File: src/rtl/boid_pixel_writer.sv
// boid_pixel_writer
// Turns per-boid screen positions into framebuffer writes for a 640x480
// palette-index framebuffer: erase the old pixel, draw the new one, and
// clear the whole frame after reset or on request.
// Optional build macro: BOID_SIZE_2X_EN (2x2-pixel boids, edge pixels skipped).
module boid_pixel_writer #(
    parameter int NUM_BOIDS    = 8,
    parameter int VIDEO_WIDTH  = 640,
    parameter int VIDEO_HEIGHT = 480,
    parameter int ADDR_WIDTH   = 20,
    parameter int COLOR_WIDTH  = 8,
    parameter logic [COLOR_WIDTH-1:0] BOID_COLOR = 8'hFF,
    parameter logic [COLOR_WIDTH-1:0] BG_COLOR   = 8'h00,
    localparam int ID_WIDTH = $clog2(NUM_BOIDS)
) (
    input  logic                   clock,
    input  logic                   reset,
    input  logic                   pos_valid,
    output logic                   pos_ready,
    input  logic [ID_WIDTH-1:0]    boid_id,
    input  logic [9:0]             x_loc,
    input  logic [8:0]             y_loc,
    input  logic                   clear_req,
    output logic                   clear_done,
    output logic                   fb_we,
    output logic [ADDR_WIDTH-1:0]  fb_addr,
    output logic [COLOR_WIDTH-1:0] fb_data
);

    localparam logic [1:0] ST_CLEAR = 2'd0;
    localparam logic [1:0] ST_IDLE  = 2'd1;
    localparam logic [1:0] ST_ERASE = 2'd2;
    localparam logic [1:0] ST_DRAW  = 2'd3;

    localparam logic [ADDR_WIDTH-1:0] CLEAR_LAST = ADDR_WIDTH'(VIDEO_WIDTH * VIDEO_HEIGHT - 1);

    // Linear address y*640 + x built from two shifts and adds.
    function automatic logic [ADDR_WIDTH-1:0] pix_addr(input logic [9:0] x, input logic [8:0] y);
        logic [ADDR_WIDTH-1:0] ye;
        logic [ADDR_WIDTH-1:0] xe;
        ye = ADDR_WIDTH'(y);
        xe = ADDR_WIDTH'(x);
        return (ye << 9) + (ye << 7) + xe;
    endfunction

    // Address of sub-pixel idx: bit0 adds one to x, bit1 adds one to y.
    function automatic logic [ADDR_WIDTH-1:0] sub_addr(input logic [9:0] x, input logic [8:0] y,
                                                       input logic [1:0] idx);
        return pix_addr(x + {9'd0, idx[0]}, y + {8'd0, idx[1]});
    endfunction

    // Set of on-screen pixels a boid at (x,y) covers; empty when (x,y) is off-screen.
    function automatic logic [3:0] pix_mask(input logic [9:0] x, input logic [8:0] y);
        logic [3:0] m;
        m = 4'b0000;
        if ((int'(x) < VIDEO_WIDTH) && (int'(y) < VIDEO_HEIGHT)) begin
`ifdef BOID_SIZE_2X_EN
            logic xr;
            logic yr;
            xr = ((int'(x) + 1) < VIDEO_WIDTH);
            yr = ((int'(y) + 1) < VIDEO_HEIGHT);
            m  = {xr & yr, yr, xr, 1'b1};
`else
            m = 4'b0001;
`endif
        end else begin
            m = 4'b0000;
        end
        return m;
    endfunction

    // Lowest pending sub-pixel, giving the (x,y),(x+1,y),(x,y+1),(x+1,y+1) order.
    function automatic logic [1:0] first_idx(input logic [3:0] m);
        logic [1:0] r;
        if (m[0]) begin
            r = 2'd0;
        end else if (m[1]) begin
            r = 2'd1;
        end else if (m[2]) begin
            r = 2'd2;
        end else begin
            r = 2'd3;
        end
        return r;
    endfunction

    logic [1:0]             state_r, state_s;
    logic [ADDR_WIDTH-1:0]  clr_cnt_r, clr_cnt_s;
    logic                   fb_we_r, fb_we_s;
    logic [ADDR_WIDTH-1:0]  fb_addr_r, fb_addr_s;
    logic [COLOR_WIDTH-1:0] fb_data_r, fb_data_s;
    logic                   pos_ready_r, pos_ready_s;
    logic                   clear_done_r, clear_done_s;
    logic [ID_WIDTH-1:0]    cur_id_r, cur_id_s;
    logic [9:0]             cur_x_r, cur_x_s;
    logic [8:0]             cur_y_r, cur_y_s;
    logic [9:0]             old_x_r, old_x_s;
    logic [8:0]             old_y_r, old_y_s;
    logic [3:0]             erase_mask_r, erase_mask_s;
    logic [3:0]             draw_mask_r, draw_mask_s;
    logic [3:0]             mask_s;
    logic [1:0]             idx_s;
    logic                   tbl_we_s;
    logic                   tbl_vld_in_s;
    logic                   tbl_clr_s;

    logic [9:0]             tbl_x_r [NUM_BOIDS];
    logic [8:0]             tbl_y_r [NUM_BOIDS];
    logic [NUM_BOIDS-1:0]   tbl_vld_r;

    assign fb_we      = fb_we_r;
    assign fb_addr    = fb_addr_r;
    assign fb_data    = fb_data_r;
    assign pos_ready  = pos_ready_r;
    assign clear_done = clear_done_r;

    // Next-state and next-output logic; every write is issued one edge ahead so outputs stay registered.
    always_comb begin
        state_s      = state_r;
        clr_cnt_s    = clr_cnt_r;
        fb_we_s      = 1'b0;
        fb_addr_s    = fb_addr_r;
        fb_data_s    = fb_data_r;
        pos_ready_s  = pos_ready_r;
        clear_done_s = clear_done_r;
        cur_id_s     = cur_id_r;
        cur_x_s      = cur_x_r;
        cur_y_s      = cur_y_r;
        old_x_s      = old_x_r;
        old_y_s      = old_y_r;
        erase_mask_s = erase_mask_r;
        draw_mask_s  = draw_mask_r;
        mask_s       = 4'b0000;
        idx_s        = 2'd0;
        tbl_we_s     = 1'b0;
        tbl_vld_in_s = 1'b0;
        tbl_clr_s    = 1'b0;
        case (state_r)
            ST_CLEAR: begin
                fb_we_s   = 1'b1;
                fb_addr_s = clr_cnt_r;
                fb_data_s = BG_COLOR;
                if (clr_cnt_r == CLEAR_LAST) begin
                    clr_cnt_s    = {ADDR_WIDTH{1'b0}};
                    state_s      = ST_IDLE;
                    clear_done_s = 1'b1;
                    pos_ready_s  = 1'b1;
                end else begin
                    clr_cnt_s = clr_cnt_r + {{(ADDR_WIDTH-1){1'b0}}, 1'b1};
                end
            end
            ST_IDLE: begin
                if (clear_req) begin
                    state_s      = ST_CLEAR;
                    clr_cnt_s    = {ADDR_WIDTH{1'b0}};
                    clear_done_s = 1'b0;
                    pos_ready_s  = 1'b0;
                    tbl_clr_s    = 1'b1;
                end else if (pos_valid && pos_ready_r) begin
                    pos_ready_s = 1'b0;
                    cur_id_s    = boid_id;
                    cur_x_s     = x_loc;
                    cur_y_s     = y_loc;
                    old_x_s     = tbl_x_r[boid_id];
                    old_y_s     = tbl_y_r[boid_id];
                    if (tbl_vld_r[boid_id]) begin
                        mask_s = pix_mask(tbl_x_r[boid_id], tbl_y_r[boid_id]);
                    end else begin
                        mask_s = 4'b0000;
                    end
                    idx_s = first_idx(mask_s);
                    if (mask_s != 4'b0000) begin
                        fb_we_s      = 1'b1;
                        fb_addr_s    = sub_addr(tbl_x_r[boid_id], tbl_y_r[boid_id], idx_s);
                        fb_data_s    = BG_COLOR;
                        erase_mask_s = mask_s & ~(4'b0001 << idx_s);
                    end else begin
                        erase_mask_s = 4'b0000;
                    end
                    state_s = ST_ERASE;
                end else begin
                    state_s = ST_IDLE;
                end
            end
            ST_ERASE: begin
                if (erase_mask_r != 4'b0000) begin
                    idx_s        = first_idx(erase_mask_r);
                    fb_we_s      = 1'b1;
                    fb_addr_s    = sub_addr(old_x_r, old_y_r, idx_s);
                    fb_data_s    = BG_COLOR;
                    erase_mask_s = erase_mask_r & ~(4'b0001 << idx_s);
                end else begin
                    mask_s       = pix_mask(cur_x_r, cur_y_r);
                    idx_s        = first_idx(mask_s);
                    tbl_we_s     = 1'b1;
                    tbl_vld_in_s = (mask_s != 4'b0000);
                    if (mask_s != 4'b0000) begin
                        fb_we_s     = 1'b1;
                        fb_addr_s   = sub_addr(cur_x_r, cur_y_r, idx_s);
                        fb_data_s   = BOID_COLOR;
                        draw_mask_s = mask_s & ~(4'b0001 << idx_s);
                    end else begin
                        draw_mask_s = 4'b0000;
                    end
                    state_s = ST_DRAW;
                end
            end
            ST_DRAW: begin
                if (draw_mask_r != 4'b0000) begin
                    idx_s       = first_idx(draw_mask_r);
                    fb_we_s     = 1'b1;
                    fb_addr_s   = sub_addr(cur_x_r, cur_y_r, idx_s);
                    fb_data_s   = BOID_COLOR;
                    draw_mask_s = draw_mask_r & ~(4'b0001 << idx_s);
                end else begin
                    state_s     = ST_IDLE;
                    pos_ready_s = 1'b1;
                end
            end
            default: begin
                state_s      = ST_CLEAR;
                clr_cnt_s    = {ADDR_WIDTH{1'b0}};
                pos_ready_s  = 1'b0;
                clear_done_s = 1'b0;
                tbl_clr_s    = 1'b1;
            end
        endcase
    end

    // Control and output registers; reset restarts the frame clear at address 0.
    always_ff @(posedge clock) begin
        if (reset) begin
            state_r      <= ST_CLEAR;
            clr_cnt_r    <= {ADDR_WIDTH{1'b0}};
            fb_we_r      <= 1'b0;
            fb_addr_r    <= {ADDR_WIDTH{1'b0}};
            fb_data_r    <= {COLOR_WIDTH{1'b0}};
            pos_ready_r  <= 1'b0;
            clear_done_r <= 1'b0;
            cur_id_r     <= {ID_WIDTH{1'b0}};
            cur_x_r      <= 10'd0;
            cur_y_r      <= 9'd0;
            old_x_r      <= 10'd0;
            old_y_r      <= 9'd0;
            erase_mask_r <= 4'b0000;
            draw_mask_r  <= 4'b0000;
        end else begin
            state_r      <= state_s;
            clr_cnt_r    <= clr_cnt_s;
            fb_we_r      <= fb_we_s;
            fb_addr_r    <= fb_addr_s;
            fb_data_r    <= fb_data_s;
            pos_ready_r  <= pos_ready_s;
            clear_done_r <= clear_done_s;
            cur_id_r     <= cur_id_s;
            cur_x_r      <= cur_x_s;
            cur_y_r      <= cur_y_s;
            old_x_r      <= old_x_s;
            old_y_r      <= old_y_s;
            erase_mask_r <= erase_mask_s;
            draw_mask_r  <= draw_mask_s;
        end
    end

    // Last-drawn position table; an entry is valid only while its boid is on-screen.
    always_ff @(posedge clock) begin
        if (reset) begin
            tbl_vld_r <= {NUM_BOIDS{1'b0}};
            for (int i = 0; i < NUM_BOIDS; i++) begin
                tbl_x_r[i] <= 10'd0;
                tbl_y_r[i] <= 9'd0;
            end
        end else if (tbl_clr_s) begin
            tbl_vld_r <= {NUM_BOIDS{1'b0}};
        end else if (tbl_we_s) begin
            tbl_vld_r[cur_id_r] <= tbl_vld_in_s;
            tbl_x_r[cur_id_r]   <= cur_x_r;
            tbl_y_r[cur_id_r]   <= cur_y_r;
        end else begin
            tbl_vld_r <= tbl_vld_r;
        end
    end

endmodule

File: config.mk
export PLATFORM = sky130hd
export DESIGN_NAME = boid_pixel_writer
export DESIGN_NICKNAME = d
export VERILOG_FILES = /design/src/rtl/boid_pixel_writer.sv
export SDC_FILE = /design/constraint.sdc
export NUM_CORES = 1
export LEC_CHECK = 0
export ABC_AREA = 1
export BUFFER_PORTS_ARGS = -buffer_cell sky130_fd_sc_hd__buf_2
export CAP_MARGIN = 20
export CORE_ASPECT_RATIO = 1.2
export CORE_UTILIZATION = 57
export DETAILED_ROUTE_END_ITERATION = 10
export PLACE_DENSITY_LB_ADDON = 0.2
export SLEW_MARGIN = 15
export SYNTH_ARGS = -nofsm -noshare
export SYNTH_HDL_FRONTEND = slang
export SYNTH_SLANG_ARGS = --single-unit
File: constraint.sdc
create_clock -name clock -period 4 [get_ports clock]
set_input_delay 0.6 -clock clock [delete_from_list [all_inputs] [get_ports clock]]
set_output_delay 0.6 -clock clock [all_outputs]
set_load 0.02 [all_outputs]
==> flow_summary.json <==
{
  "status": "complete, but fails checks",
  "worstSetupPathType": "reg2reg",
  "drv_slew": 0,
  "crit_arrival_ns": 4.34,
  "die_area_sq_mm": 0.02773,
  "netlist_top_cells_count": "nand2_1 (333), nor2_1 (327), inv_1 (174), o21ai_0 (156), edfxtp_1 (152)",
  "synth_cells": 1936,
  "cap_viol_max_count": 0,
  "hpwl_mm": 32.69,
  "drt.antenna.violating_nets": 0,
  "yosys_most_used_dff": "edfxtp_1",
  "io_buffers": 56,
  "synth_edf_count": 152,
  "crit_chain": "buf_4, nor2_1, ha_1, ha_1, nand3_1, nor3_2, xor2_1, buf_4, ha_1, ha_1, nand2_1, nor2_1, a211o_1, a21oi_1, o21ai_0, buf_4, nand4_1, nand3_2, a21oi_2",
  "grt.total_usage_pct": 31.98,
  "ys_ff_latch": 255,
  "antenna_found_initial": 0,
  "grt_pass1_wl_mm": 70.14,
  "vdd_ir_drop_max_uv": 354.6,
  "violations": "design-rule violations",
  "synth.distinct_cells": 54,
  "cts_htree_levels": 1,
  "timing.rr.start": "draw_mask_r[1]",
  "design.portCount": 57,
  "relSlewSlack_pct": 58.21,
  "drt-vias-per-instance": 5.676,
  "syn_area_sq_mm": 0.01542,
  "cts_buffer_depth": 3,
  "area_delta_synth_final_pct": 21.98,
  "ys_seq_area_share_pct": 42.96,
  "setup_violations": 0,
  "clk_latency_ns": 0.57,
  "grt_pass1_vias": 13460,
  "drt_iter0_markers": 1177,
  "cts_sinks": 255,
  "post-route-period-util_pct": 96.68,
  "synth_fp_nets": 2059,
  "hold_path.class": "in2reg",
  "pre_cts_ws_ns": -0.5763,
  "tightest_slew_ns": 0.6268,
  "critPathSlowestCell": "ha_1",
  "crit_top_cell": "ha_1",
  "holdWs_ns": 0.3201,
  "path_clk_slew_ns": 0.06,
  "worstSetupEndpointType": "flop",
  "cts_tree": "done",
  "fin_skew_ns": 0.02550,
  "start_util_pct": 58.36,
  "startpoint": "draw_mask_r[1]",
  "power.leakage_uw": 0.008143,
  "yosys-top-cells-area": "edfxtp_1 (30%), dfxtp_1 (13%), nand2_1 (8.1%)",
  "synth_area_per_cell_sq_um": 7.967,
  "root_buffer": "clkbuf_16",
  "setup_ws_ns": 0.1327,
  "place_congestion": 0.9768,
  "yosysMostFrequentCell": "nand2_1",
  "yosysWarnings": 0,
  "numCtsBuffers": 27,
  "yosysTopAreaCell": "edfxtp_1",
  "grt-ovfl-total": 0,
  "wl_per_cell_microns": 18.42,
  "routed_wl_mm": 45.84,
  "route.vias.total": 14130,
  "chipWidth_microns": 152.2,
  "min_from": "x_loc[4]",
  "rsz0062_at_grt": "yes",
  "core_sq_mm": 0.02643,
  "hold_violations": 0,
  "synth_top_area_share_pct": 29.59,
  "drive_gt1_share_pct": 21.40,
  "n_antenna_cell": 0,
  "crit_required_ns": 4.48,
  "power_density_mw_per_mm2": 356.9,
  "async_reset_ff_share_pct": 0,
  "min_period_ns": 3.867,
  "startpoint_type": "flop",
  "fillerInstances": 2097,
  "worst_path_largest_cell_delay_ns": 0.38,
  "grt_max_degree": 51,
  "drc": 4,
  "die_y_microns": 182.2,
  "dr.pass1.iters": 10,
  "path_max_fanout": 5,
  "layout.nets": 2257,
  "max_freq_mhz": 258.6,
  "num_rows": 65
}
[what timing repair did]
item | CTS | global route
endpoints found under the setup margin | 6 | 9
buffers inserted | 0 | 16
pin swaps | 2 | 59
gates cloned | 0 | 6
hold buffers | 0 | 0
resized for setup | 7 | 137
[cell families (layout without fill, tap and decap cells)]
| logic type | after synthesis | in the layout | share of synthesized area [%] |
|---|---|---|---|
| AO/OA/AOI/OAI | 375 | 375 | 13.59 |
| flip-flops | 255 | 255 | 42.96 |
| XOR/XNOR | 56 | 56 | 3.180 |
| AND/OR/NAND/NOR | 858 | 858 | 23.39 |
| adder cells (fa/ha/maj) | 97 | 97 | 8.258 |
| buffers and inverters | 295 | 513 | 8.623 |
[power breakdown]
part | internal [uW] | switching (uW)
Combinational | 529 | 729
Sequential | 2860 | 41.0
Clock | 1500 | 1050
[placed cells by master, fill, tap and decap left out, types with 28 or more instances in the layout]
cell type / instances
nand3_1: 99
ha_1: 72
clkbuf_16: 33
dfxtp_1: 101
inv_1: 170
nand2_1: 318
xor2_1: 40
a21oi_1: 116
nor2_1: 320
buf_2: 54
buf_4: 198
nand2_2: 28
o21ai_0: 144
edfxtp_1: 152
[worst paths after layout]
kind	endpoint	cells after the start	slack (ns)
min	cur_x_r[4]	3	0.32
min reg2reg	draw_mask_r[3]	2	0.45
max reg2reg	fb_addr[15]	19	0.13
max	fb_addr[15]	19	0.13
[per-layer routing]
layer  share of wire, %  vias to the layer above  GRT usage, %
met5                  0                        -             0
met4                3.9                        0         13.10
met3                5.4                      113         2.921
met2                 50                      469         57.31
met1                 40                     6678         39.61
li1                   -                     6867             -
[layout make-up]
class | count | area [sq um] | share of cell area, %
clock buffers | 32 | 694.4 | 3.691
clock inverters | 17 | 200.2 | 1.064
multi-input cells | 1386 | 7984 | 42.43
flip-flops and latches | 255 | 6629 | 35.23
well taps | 335 | 419.2 | 2.228
repair buffers | 271 | 2147 | 11.41
inverters | 193 | 742.0 | 3.943
[flip-flops by register name, summed over array words and instances, names as in the netlist]
signal        count
fb_we             1
clr_cnt_r        20
tbl_vld_r         8
fb_data           1
state_r           2
erase_mask_r      4
tbl_x_r          80
old_x_r          10
old_y_r           9
fb_addr          20
pos_ready         1
clear_done        1
cur_id_r          3
cur_x_r          10
cur_y_r           9
tbl_y_r          72
draw_mask_r       4
[per-stage QoR]
step	instance area [sq um]	std cells	setup TNS (ns)	power, uW	utilization (%)
6_report	18820	2489	0	6715	71.19
2_1_floorplan	15450	1936	0	3614	-
3_3_place_gp	17060	2418	-3.834	4026	64.53
3_5_place_dp	17060	2418	-4.688	4036	64.53
4_1_cts	17970	2467	0	6574	67.98
5_1_grt	18820	2489	-0.2971	6950	71.19
[critical path: cells and delay by family, from the launching register on]
family                   cells  cell delay [ns]
AO/OA/AOI/OAI                4             0.67
XOR/XNOR                     1             0.18
flip-flops                   1             0.32
AND/OR/NAND/NOR              7             1.01
buffers and inverters        3             0.44
adder cells (fa/ha/maj)      4             1.17
Power figures use the tool's default switching activity.
